==> config.mk <==
export PLATFORM = sky130hd
export DESIGN_NAME = i2c_status_slave
export DESIGN_NICKNAME = d
export VERILOG_FILES = /design/src/rtl/i2c_status_pkg.sv /design/src/rtl/i2c_line_filter.sv /design/src/rtl/i2c_status_slave.sv
export SDC_FILE = /design/constraint.sdc
export NUM_CORES = 1
export LEC_CHECK = 0
export ABC_AREA = 1
export BUFFER_PORTS_ARGS = -buffer_cell sky130_fd_sc_hd__buf_2
export CAP_MARGIN = 20
export CORE_MARGIN = 2
export CORE_UTILIZATION = 53
export CTS_CLUSTER_DIAMETER = 100
export CTS_CLUSTER_SIZE = 10
export DETAILED_ROUTE_END_ITERATION = 7
export PLACE_DENSITY = 0.77
export REMOVE_ABC_BUFFERS = 1
export SLEW_MARGIN = 10
export SYNTH_ARGS = -nofsm -noshare
export SYNTH_HDL_FRONTEND = slang
export SYNTH_HIERARCHICAL = 1
export SYNTH_SLANG_ARGS = --single-unit
==> constraint.sdc <==
create_clock -name SYSCLK -period 1.7 [get_ports SYSCLK]
set_input_delay 0.34 -clock SYSCLK [delete_from_list [all_inputs] [get_ports SYSCLK]]
set_output_delay 0.34 -clock SYSCLK [all_outputs]
set_load 0.02 [all_outputs]
==> src/rtl/i2c_status_pkg.sv <==
// ============================================================================
// Module : i2c_status_pkg
// Brief  : Shared constants for the Status CPLD I2C target: FSM state
//          encoding, default device address, ACK/NACK levels, RD_WR
//          polarity, read-access length and the one-hot decode helper.
// Rev    : 1.0  initial release
// ============================================================================
`default_nettype none

package i2c_status_pkg;

    // FSM state encoding
    localparam logic [3:0] c_ST_IDLE    = 4'd0;
    localparam logic [3:0] c_ST_DEVADDR = 4'd1;
    localparam logic [3:0] c_ST_DEV_ACK = 4'd2;
    localparam logic [3:0] c_ST_REGADDR = 4'd3;
    localparam logic [3:0] c_ST_REG_ACK = 4'd4;
    localparam logic [3:0] c_ST_WDATA   = 4'd5;
    localparam logic [3:0] c_ST_W_ACK   = 4'd6;
    localparam logic [3:0] c_ST_RFETCH  = 4'd7;
    localparam logic [3:0] c_ST_RSHIFT  = 4'd8;
    localparam logic [3:0] c_ST_R_MACK  = 4'd9;

    // Default 7-bit target address
    localparam logic [6:0] c_DEV_ADDR_DEFAULT = 7'h3C;

    // SDA levels during the acknowledge bit
    localparam logic c_ACK  = 1'b0;
    localparam logic c_NACK = 1'b1;

    // RD_WR polarity
    localparam logic c_RDWR_READ  = 1'b1;
    localparam logic c_RDWR_WRITE = 1'b0;

    // Read strobe length in SYSCLK cycles; RDATA is captured on the cycle after
    localparam logic [1:0] c_RD_ACCESS_CYCLES = 2'd2;

    // 4-bit index to 16-bit one-hot select
    function automatic logic [15:0] onehot16(input logic [3:0] idx);
        onehot16 = 16'h0001 << idx;
    endfunction

endpackage

`default_nettype wire

==> src/rtl/i2c_line_filter.sv <==
// ============================================================================
// Module : i2c_line_filter
// Brief  : Two-flop synchroniser for one I2C line, optional 3-sample majority
//          filter (macro I2C_GLITCH_FILTER_EN), level and rise/fall pulses.
//          Latency pin->edge: 2 cycles, 4 cycles with the filter.
// Rev    : 1.0  initial release
// ============================================================================
`default_nettype none

module i2c_line_filter (
    input  logic clk_i,
    input  logic rst_n_i,
    input  logic line_i,
    output logic level_o,
    output logic rise_o,
    output logic fall_o
);

    logic [1:0] sync_q;
    logic       prev_q;
    logic       w_level;

    // Two-flop synchroniser; idle bus level is high
    always_ff @(posedge clk_i) begin
        if (!rst_n_i) sync_q <= 2'b11;
        else          sync_q <= {sync_q[0], line_i};
    end

`ifdef I2C_GLITCH_FILTER_EN
    logic [2:0] hist_q;

    // Three-sample history; a 1-cycle pulse can never win the majority vote
    always_ff @(posedge clk_i) begin
        if (!rst_n_i) hist_q <= 3'b111;
        else          hist_q <= {hist_q[1:0], sync_q[1]};
    end

    assign w_level = (hist_q[0] & hist_q[1]) | (hist_q[1] & hist_q[2]) |
                     (hist_q[0] & hist_q[2]);
`else
    assign w_level = sync_q[1];
`endif

    // Previous filtered level for edge detection
    always_ff @(posedge clk_i) begin
        if (!rst_n_i) prev_q <= 1'b1;
        else          prev_q <= w_level;
    end

    assign level_o = w_level;
    assign rise_o  = w_level & ~prev_q;
    assign fall_o  = ~w_level & prev_q;

endmodule

`default_nettype wire

==> src/rtl/i2c_status_slave.sv <==
// ============================================================================
// Module : i2c_status_slave
// Brief  : I2C target front-end for the Status CPLD register space. Decodes
//          START/STOP, device address, register pointer and data bytes and
//          turns each byte access into a one-hot PORT_CS/OFFSET_SEL strobe.
//          Optional SCL/SDA majority glitch filter: I2C_GLITCH_FILTER_EN.
// Rev    : 1.0  initial release
// ============================================================================
`default_nettype none

module i2c_status_slave
    import i2c_status_pkg::*;
#(
    parameter logic [6:0] DEV_ADDR = c_DEV_ADDR_DEFAULT
) (
    input  logic        SYSCLK,
    input  logic        RESET_N,
    input  logic        SCL_IN,
    input  logic        SDA_IN,
    output logic        SDA_OE,
    output logic [15:0] PORT_CS,
    output logic [15:0] OFFSET_SEL,
    output logic        RD_WR,
    output logic [7:0]  DOUT,
    input  logic [7:0]  RDATA,
    output logic        BUSY
);

    logic w_scl, w_scl_rise, w_scl_fall;
    logic w_sda, w_sda_rise, w_sda_fall;
    logic w_start, w_stop;
    logic [7:0] w_ptr_inc;

    logic [3:0]  state_q,      state_d;
    logic [3:0]  bitcnt_q,     bitcnt_d;
    logic [7:0]  shift_q,      shift_d;
    logic [7:0]  ptr_q,        ptr_d;
    logic        sda_oe_q,     sda_oe_d;
    logic        busy_q,       busy_d;
    logic [15:0] port_cs_q,    port_cs_d;
    logic [15:0] offset_sel_q, offset_sel_d;
    logic        rd_wr_q,      rd_wr_d;
    logic [7:0]  dout_q,       dout_d;
    logic [1:0]  rd_cnt_q,     rd_cnt_d;

    i2c_line_filter u_scl_filt (
        .clk_i   (SYSCLK),
        .rst_n_i (RESET_N),
        .line_i  (SCL_IN),
        .level_o (w_scl),
        .rise_o  (w_scl_rise),
        .fall_o  (w_scl_fall)
    );

    i2c_line_filter u_sda_filt (
        .clk_i   (SYSCLK),
        .rst_n_i (RESET_N),
        .line_i  (SDA_IN),
        .level_o (w_sda),
        .rise_o  (w_sda_rise),
        .fall_o  (w_sda_fall)
    );

    assign w_start   = w_sda_fall & w_scl;
    assign w_stop    = w_sda_rise & w_scl;
    assign w_ptr_inc = ptr_q + 8'd1;

    // Protocol FSM: bit shifting, ACK drive, pointer update and strobe generation
    always_comb begin
        state_d      = state_q;
        bitcnt_d     = bitcnt_q;
        shift_d      = shift_q;
        ptr_d        = ptr_q;
        sda_oe_d     = sda_oe_q;
        busy_d       = busy_q;
        port_cs_d    = 16'h0000;
        offset_sel_d = 16'h0000;
        rd_wr_d      = c_RDWR_READ;
        dout_d       = dout_q;
        rd_cnt_d     = rd_cnt_q;

        if (w_stop) begin
            state_d  = c_ST_IDLE;
            busy_d   = 1'b0;
            sda_oe_d = 1'b0;
            bitcnt_d = 4'd0;
        end else if (w_start) begin
            state_d  = c_ST_DEVADDR;
            bitcnt_d = 4'd0;
            sda_oe_d = 1'b0;
        end else begin
            case (state_q)
                c_ST_DEVADDR, c_ST_REGADDR, c_ST_WDATA: begin
                    if (w_scl_rise && bitcnt_q != 4'd8) begin
                        shift_d  = {shift_q[6:0], w_sda};
                        bitcnt_d = bitcnt_q + 4'd1;
                    end else if (w_scl_fall && bitcnt_q == 4'd8) begin
                        if (state_q == c_ST_DEVADDR) begin
                            if (shift_q[7:1] == DEV_ADDR) begin
                                sda_oe_d = ~c_ACK;
                                busy_d   = 1'b1;
                                state_d  = c_ST_DEV_ACK;
                            end else begin
                                state_d  = c_ST_IDLE;
                            end
                        end else if (state_q == c_ST_REGADDR) begin
                            ptr_d    = shift_q;
                            sda_oe_d = ~c_ACK;
                            state_d  = c_ST_REG_ACK;
                        end else begin
                            port_cs_d    = onehot16(ptr_q[7:4]);
                            offset_sel_d = onehot16(ptr_q[3:0]);
                            rd_wr_d      = c_RDWR_WRITE;
                            dout_d       = shift_q;
                            ptr_d        = w_ptr_inc;
                            sda_oe_d     = ~c_ACK;
                            state_d      = c_ST_W_ACK;
                        end
                    end
                end

                c_ST_DEV_ACK: begin
                    if (w_scl_fall) begin
                        sda_oe_d = 1'b0;
                        bitcnt_d = 4'd0;
                        if (shift_q[0] == c_RDWR_READ) begin
                            port_cs_d    = onehot16(ptr_q[7:4]);
                            offset_sel_d = onehot16(ptr_q[3:0]);
                            rd_cnt_d     = 2'd0;
                            state_d      = c_ST_RFETCH;
                        end else begin
                            state_d      = c_ST_REGADDR;
                        end
                    end
                end

                c_ST_REG_ACK, c_ST_W_ACK: begin
                    if (w_scl_fall) begin
                        sda_oe_d = 1'b0;
                        bitcnt_d = 4'd0;
                        state_d  = c_ST_WDATA;
                    end
                end

                c_ST_RFETCH: begin
                    rd_cnt_d = rd_cnt_q + 2'd1;
                    if (rd_cnt_q < c_RD_ACCESS_CYCLES - 2'd1) begin
                        port_cs_d    = port_cs_q;
                        offset_sel_d = offset_sel_q;
                    end
                    if (rd_cnt_q == c_RD_ACCESS_CYCLES) begin
                        state_d = c_ST_RSHIFT;
                        // Drive MSB now only if SCL is low; otherwise wait for the fall
                        if (!w_scl) begin
                            sda_oe_d = ~RDATA[7];
                            shift_d  = {RDATA[6:0], 1'b0};
                            bitcnt_d = 4'd1;
                        end else begin
                            shift_d  = RDATA;
                            bitcnt_d = 4'd0;
                        end
                    end
                end

                c_ST_RSHIFT: begin
                    if (w_scl_fall) begin
                        if (bitcnt_q == 4'd8) begin
                            sda_oe_d = 1'b0;
                            state_d  = c_ST_R_MACK;
                        end else begin
                            sda_oe_d = ~shift_q[7];
                            shift_d  = {shift_q[6:0], 1'b0};
                            bitcnt_d = bitcnt_q + 4'd1;
                        end
                    end
                end

                c_ST_R_MACK: begin
                    if (w_scl_rise) begin
                        if (w_sda == c_ACK) begin
                            ptr_d        = w_ptr_inc;
                            port_cs_d    = onehot16(w_ptr_inc[7:4]);
                            offset_sel_d = onehot16(w_ptr_inc[3:0]);
                            rd_cnt_d     = 2'd0;
                            state_d      = c_ST_RFETCH;
                        end else begin
                            state_d      = c_ST_IDLE;
                        end
                    end
                end

                default: begin
                    state_d = c_ST_IDLE;
                end
            endcase
        end
    end

    // State registers with synchronous active-low reset
    always_ff @(posedge SYSCLK) begin
        if (!RESET_N) begin
            state_q      <= c_ST_IDLE;
            bitcnt_q     <= 4'd0;
            shift_q      <= 8'h00;
            ptr_q        <= 8'h00;
            sda_oe_q     <= 1'b0;
            busy_q       <= 1'b0;
            port_cs_q    <= 16'h0000;
            offset_sel_q <= 16'h0000;
            rd_wr_q      <= c_RDWR_READ;
            dout_q       <= 8'h00;
            rd_cnt_q     <= 2'd0;
        end else begin
            state_q      <= state_d;
            bitcnt_q     <= bitcnt_d;
            shift_q      <= shift_d;
            ptr_q        <= ptr_d;
            sda_oe_q     <= sda_oe_d;
            busy_q       <= busy_d;
            port_cs_q    <= port_cs_d;
            offset_sel_q <= offset_sel_d;
            rd_wr_q      <= rd_wr_d;
            dout_q       <= dout_d;
            rd_cnt_q     <= rd_cnt_d;
        end
    end

    assign SDA_OE     = sda_oe_q;
    assign PORT_CS    = port_cs_q;
    assign OFFSET_SEL = offset_sel_q;
    assign RD_WR      = rd_wr_q;
    assign DOUT       = dout_q;
    assign BUSY       = busy_q;

endmodule

`default_nettype wire

==> After elaboration in Yosys (flattened, before gate mapping) <==
Index checks and enable logic that the tools add are counted.
W data, S select, Z words.
{ "word_totals": {"regBits": 75, "input_bits": 12, "out_inout_bits": 43, "elab_cells": 173} }
{ "op_classes": {"addsub": 3, "magnitude_cmp": 1, "n_eq_ne": 38, "n_shift": 4, "muxes": 70, "bitwise_logic": 20, "n_reduce_logical": 21} }
{ "ops": {"columns": ["operator", "count"], "rows": [
  ["$mux W16", 17],
  ["$pmux W16 S4", 2],
  ["$mux W8", 11],
  ["$shl A1 B4 Y16 const A", 4],
  ["$mux W4", 14],
  ["$reduce_and A8 Y1", 4],
  ["$ne A2 B2 Y1 const B", 15],
  ["$ne A3 B3 Y1 const B", 9],
  ["$pmux W4 S6", 1],
  ["$pmux W8 S3", 1],
  ["$reduce_and A7 Y1", 3],
  ["$eq A4 B3 Y1 const B", 4],
  ["$pmux W4 S4", 1],
  ["$pmux W8 S2", 1],
  ["$not A1 Y1", 14],
  ["$eq A4 B4 Y1 const B", 3],
  ["$mux W1", 12],
  ["$mux W2", 6],
  ["$reduce_and A6 Y1", 2],
  ["$reduce_or A3 Y1", 3],
  ["$add A8 B1 Y8 const B", 1],
  ["$eq A4 B2 Y1 const B", 2],
  ["$eq A7 B6 Y1 const B", 1],
  ["$reduce_or A7 Y1", 1],
  ["16 further kinds", 25]
]} }

==> Longest topological paths before layout <==
{ "logic_depth": {"depth_word": 7, "mapped_depth": 12, "ltp_nobuf": 12} }

==> Modules after synthesis <==
Netlist, hierarchy kept.
{ "modules_own_cells": {"columns": ["module", "n_inst", "cells_each", "area_per_inst_um2", "seq_area_each_um2"], "rows": [
  ["i2c_status_slave", 1, 701, 4267.8, 1381.3],
  ["i2c_line_filter", 2, 12, 93.8, 60.1]
]} }

==> Worst setup path after synthesis <==
Ideal clock, no wire load.
{ "synth_path": {"kind": "register -> register", "startpoint": "register ptr_q[2]", "endpoint": "register offset_sel_q[13], in the netlist OFFSET_SEL[13]", "setup_ns": 0.110, "arrival_ns": 1.511, "required_time_ns": 1.590, "setup_slack_ns": 0.079, "stages_incl_launch_ff": 10, "n_path_buf": 2, "synth_period_minus_slack_ns": 1.621, "path_cell_list": "dfxtp_1 > buf_2 > inv_1 > ha_1 > clkbuf_1 > nor2_1 > nand2_1 > nand3_1 > nand2_1 > inv_1"} }
{ "synth_between": {"elab_chain_len": 6, "elab_cells_between_ends": 12, "classes_between": "1 x add/sub; 2 x shift; 9 x mux"} }
{ "synth_rtl": {"columns": ["item", "line", "source"], "rows": [
  ["start, declared", "i2c_status_slave.sv:37", "logic [7:0] ptr_q, ptr_d;"],
  ["start signal, assigned", "i2c_status_slave.sv:217", "ptr_q <= ptr_d;"],
  ["parallel branches: the longest is 5 deep, another holds $add A8 B1 Y8", null, null],
  ["$pmux W16 S4 *", "i2c_status_slave.sv:92", "case (state_q)"],
  ["end signal, assigned", "i2c_status_slave.sv:221", "offset_sel_q <= offset_sel_d;"],
  ["end, declared", "i2c_status_slave.sv:41", "logic [15:0] offset_sel_q, offset_sel_d;"]
]} }
Mark *: on every way between the ends.
A chain may end at the register's enable or synchronous reset.

==> Worst setup path in the final report <==
{ "layout_path": {"startpoint": "register bitcnt_q[1]", "endpoint": "register dout_q[6], in the netlist DOUT[6]"} }
{ "layout_between": {"elab_chain_len": 4, "elab_cells_between_ends": 6, "classes_between": "2 x eq/ne; 1 x bitwise; 3 x reduce/logical"} }
{ "layout_rtl": {"columns": ["item", "line", "source"], "rows": [
  ["start, declared", "i2c_status_slave.sv:35", "logic [3:0] bitcnt_q, bitcnt_d;"],
  ["start signal, assigned", "i2c_status_slave.sv:215", "bitcnt_q <= bitcnt_d;"],
  ["$ne A4 B4 Y1", "i2c_status_slave.sv:94", "if (w_scl_rise && bitcnt_q != 4'd8) begin"],
  ["$logic_and A1 B1 Y1", "i2c_status_slave.sv:94", null],
  ["$not A1 Y1 (no source line)", null, null],
  ["$reduce_and A7 Y1 (no source line) *", null, null],
  ["end signal, assigned", "i2c_status_slave.sv:223", "dout_q <= dout_d;"],
  ["end, declared", "i2c_status_slave.sv:43", "logic [7:0] dout_q, dout_d;"]
]} }
Every way passes the cells marked *; elsewhere a longest branch is shown, timed or not.

==> out/qor.txt <==
Status -> complete, no violations
Synth cell types -> 35
Setup Skew -> 0.00810 ns
WL/cell -> 13.0 microns
Register-to-Register Path Depth -> 9
Slew Limit Fails -> 0
Cell Pwr Density -> 1040 mW/mm^2
CTS tree -> done
Final Hold Viols -> 0
Initial DRC Count -> 262
Cells after Synth -> 725
Layout area overhead -> 26.5%
Switching share of power -> 41.3%
Most frequent cell on the critical path -> nand3_4
Worst EP required -> 2.00 ns
Final Non-Filler Cells -> 930
Synthesis Warnings -> 6
Vias in the first global route -> 4,278
# IOs -> 55
Actual slew at the worst max-slew pin -> 0.334 ns
Hold Path Stages -> 3
Combinational power share -> 38.9%
Synth Area per Inst -> 6.15 sq um
Slowest-stage cell, CP -> nor3_4
DR vias -> 4,785
Post-synthesis sequential area ratio -> 33.7%
H-tree depth -> 3
Initial antenna violation count -> 0
Critical path startpoint category -> flip-flop
Area post-placement -> 0.00510 sq mm
GRT Residual Overflow -> 0
Synthesis-stage register bit count -> 75
Area occupied by multi-input gates -> 0.00265 sq mm
Leakage -> 2.89 nW
Post-route ant nets -> 0
Width of the die -> 95.7 microns
Max Cap Viol -> 0
Final wirelength -> 12,100 microns
Rows -> 33
Port bufs -> 54
Layout cells sized above 1 -> 24.0%
Critical Path Sink Type -> flip-flop
Hold_buf cts -> 0
Slew margin rel. -> 77.7%
Largest net degree at the start of global routing -> 33
CTS Sinks -> 75
First-pass GRT wire length -> 19,500 microns
Core area -> 0.00818 sq mm
Most frequent cells in the layout -> nand2_1, inv_1, nor2_1
Layout fillers -> 740
Crit path largest cell delay -> 0.35 ns
Clk pwr share -> 25.1%
Inserted Clock Buffers -> 9
Fmax -> 590 MHz
Longest Clk Path Bufs -> 2
Worst hold slack -> 0.144 ns
Tcrit/Tclk final -> 99.7%
Routability congestion estimate -> 0.961
Fin crit period -> 1.69 ns
Avg Vias per Cell -> 5.15
Die Ht -> 95.7 microns
RSZ-0062 raised after global routing -> yes
Int Power -> 3.45 mW
Placed cell count -> 904
Design Area, Final -> 0.00564 sq mm
CP Data Arrival Time -> 1.99 ns
Sequential power share -> 36.1%
Drt drc -> 0
Dpl hpwl -> 8730 microns
Worst-path cell chain -> inv_2 > ha_4 > nand3_4 > nor2_4 > nand3_4 > nor3_4 > buf_12 > o21ai_1 > a21oi_1
Final net count -> 843
Peak supply drop -> 0.587 mV
Mapped cell area -> 0.00446 sq mm
Commonest non-fill, non-tap cell in the layout -> nand2_1
Worst skew pair latency -> 0.37 ns
Root Buffer -> clkbuf_8
Initial core utilization -> 54.5%
Tot GR Track Use -> 27.1%
NetSw -> 2.43 mW
Register area -> 0.00151 sq mm
CP Class -> reg2reg
First-pass iteration count of the detailed router -> 6
Die ar. -> 0.00916 sq mm
CTS clk-pin slew, worst paths -> 0.09 ns
Number of inserted diodes -> 0
# setup viols final -> 0
Crit Path Max Fanout -> 8
Worst min path class -> in2reg
==> synth_stat cells <==
master	instances	area, sq um
a21oi_2	1	8.76
nand2_1	219	822
o21ai_1	9	45.0
buf_6	1	11.3
a21oi_1	28	140
or2_0	1	6.26
nand3_1	86	430
nor2_4	4	45.0
a21oi_4	1	16.3
o21ai_0	25	125
nor2_2	8	50.1
o211ai_1	3	22.5
o22ai_1	1	6.26
nand4_1	16	100
buf_2	12	60.1
nor3_2	1	10.0
o41ai_1	1	8.76
clkinv_1	1	3.75
dfxtp_1	75	1500
ha_1	11	138
o21ai_2	1	8.76
inv_1	91	342
nand2_2	3	18.8
clkbuf_1	7	26.3
nand2_4	2	22.5
o2bb2ai_1	1	8.76
xor2_1	2	17.5
buf_1	1	3.75
nor3_1	4	20.0
xnor2_1	1	8.76
inv_2	9	33.8
a31oi_1	1	6.26
nor3_4	1	16.3
buf_4	2	15.0
nor2_1	95	357
==> power by group through the flow <==
stage          registers, mW  logic [mW]  clock network [mW]
5_1_grt                 2.15        2.55                1.58
6_report                2.12        2.29                1.47
2_1_floorplan           2.15        1.41                   0
3_3_place_gp            2.13        2.07                   0
3_5_place_dp            2.13        2.08                   0
4_1_cts                 2.09        2.11                1.49
==> worst max-delay path: cells and delay by family (launching register included) <==
kind                       cells  cell delay [ns]
AOI/OAI and AO/OA              2             0.21
and+or+nand+nor                4             0.70
adders and majority gates      1             0.14
buffers and inverters          2             0.23
DFF                            1             0.33
==> cell type report <==
class	instances	share of cell area (%)
Timing Repair Buffer	107	13.5
Clock inverter	7	1.47
Inverter	101	6.77
Sequential cell	75	26.8
Tap cell	105	2.33
Multi-Input combinational cell	526	46.9
Clock buffer	9	2.20
==> cell families after synthesis <==
group / share of synthesized area (%)
xor+xnor: 0.590
buf+inv: 11.1
simple gates: 42.6
fa+ha+maj: 3.09
compound gates: 8.90
flops: 33.7
==> stage by stage <==
step                      TNS, ns  setup WS, ns  power [mW]  utilization, %
after floorplan             -5.90        -0.251        3.56               -
after detailed placement   -0.112       -0.0465        4.22            62.4
after global routing       -0.991       -0.0774        6.28            68.9
after CTS                 -0.0324       -0.0251        5.69            65.1
final                           0       0.00507        5.88            68.9
after global placement          0        0.0314        4.20            62.4
==> worst paths after layout <==
| check | slack, ns | startpoint | to |
|---|---|---|---|
| max | 0.005 | bitcnt_q[1]$_SDFFE_PP0P_ | DOUT[6]$_SDFFE_PN0P_ |
| min | 0.14 | SCL_IN | u_scl_filt/sync_q[0]$_SDFF_PN1_ |
| max reg2reg | 0.005 | bitcnt_q[1]$_SDFFE_PP0P_ | DOUT[6]$_SDFFE_PN0P_ |
| min reg2reg | 0.41 | u_sda_filt/sync_q[0]$_SDFF_PN1_ | u_sda_filt/sync_q[1]$_SDFF_PN1_ |
==> sequential cells by signal (all words and copies together) (netlist names) <==
name and cells:
SDA_OE 1, u_scl_filt/sync_q 2, bitcnt_q 4, ptr_q 8, u_scl_filt/prev_q 1, u_sda_filt/sync_q 2, u_sda_filt/prev_q 1, PORT_CS 16
rd_cnt_q 2, OFFSET_SEL 16, state_q 4, DOUT 8, shift_q 8, BUSY 1, RD_WR 1
==> what timing repair did <==
item | in CTS | in global routing
buffers inserted | 1 | 6
endpoints found under the setup margin | 11 | 67
resized for setup | 3 | 62
gates cloned | 0 | 3
pin swaps | 1 | 6
==> metal layers <==
| metal | part of all wire, % | vias to the layer above | track usage [%] |
|---|---|---|---|
| li1 | - | 2474 | - |
| met1 | 44 | 2109 | 34.6 |
| met2 | 48 | 185 | 46.0 |
| met3 | 6.2 | 17 | 4.90 |
| met4 | 1.5 | 0 | 8.69 |
| met5 | 0 | - | 0 |
(Power assumes the default switching activity.)
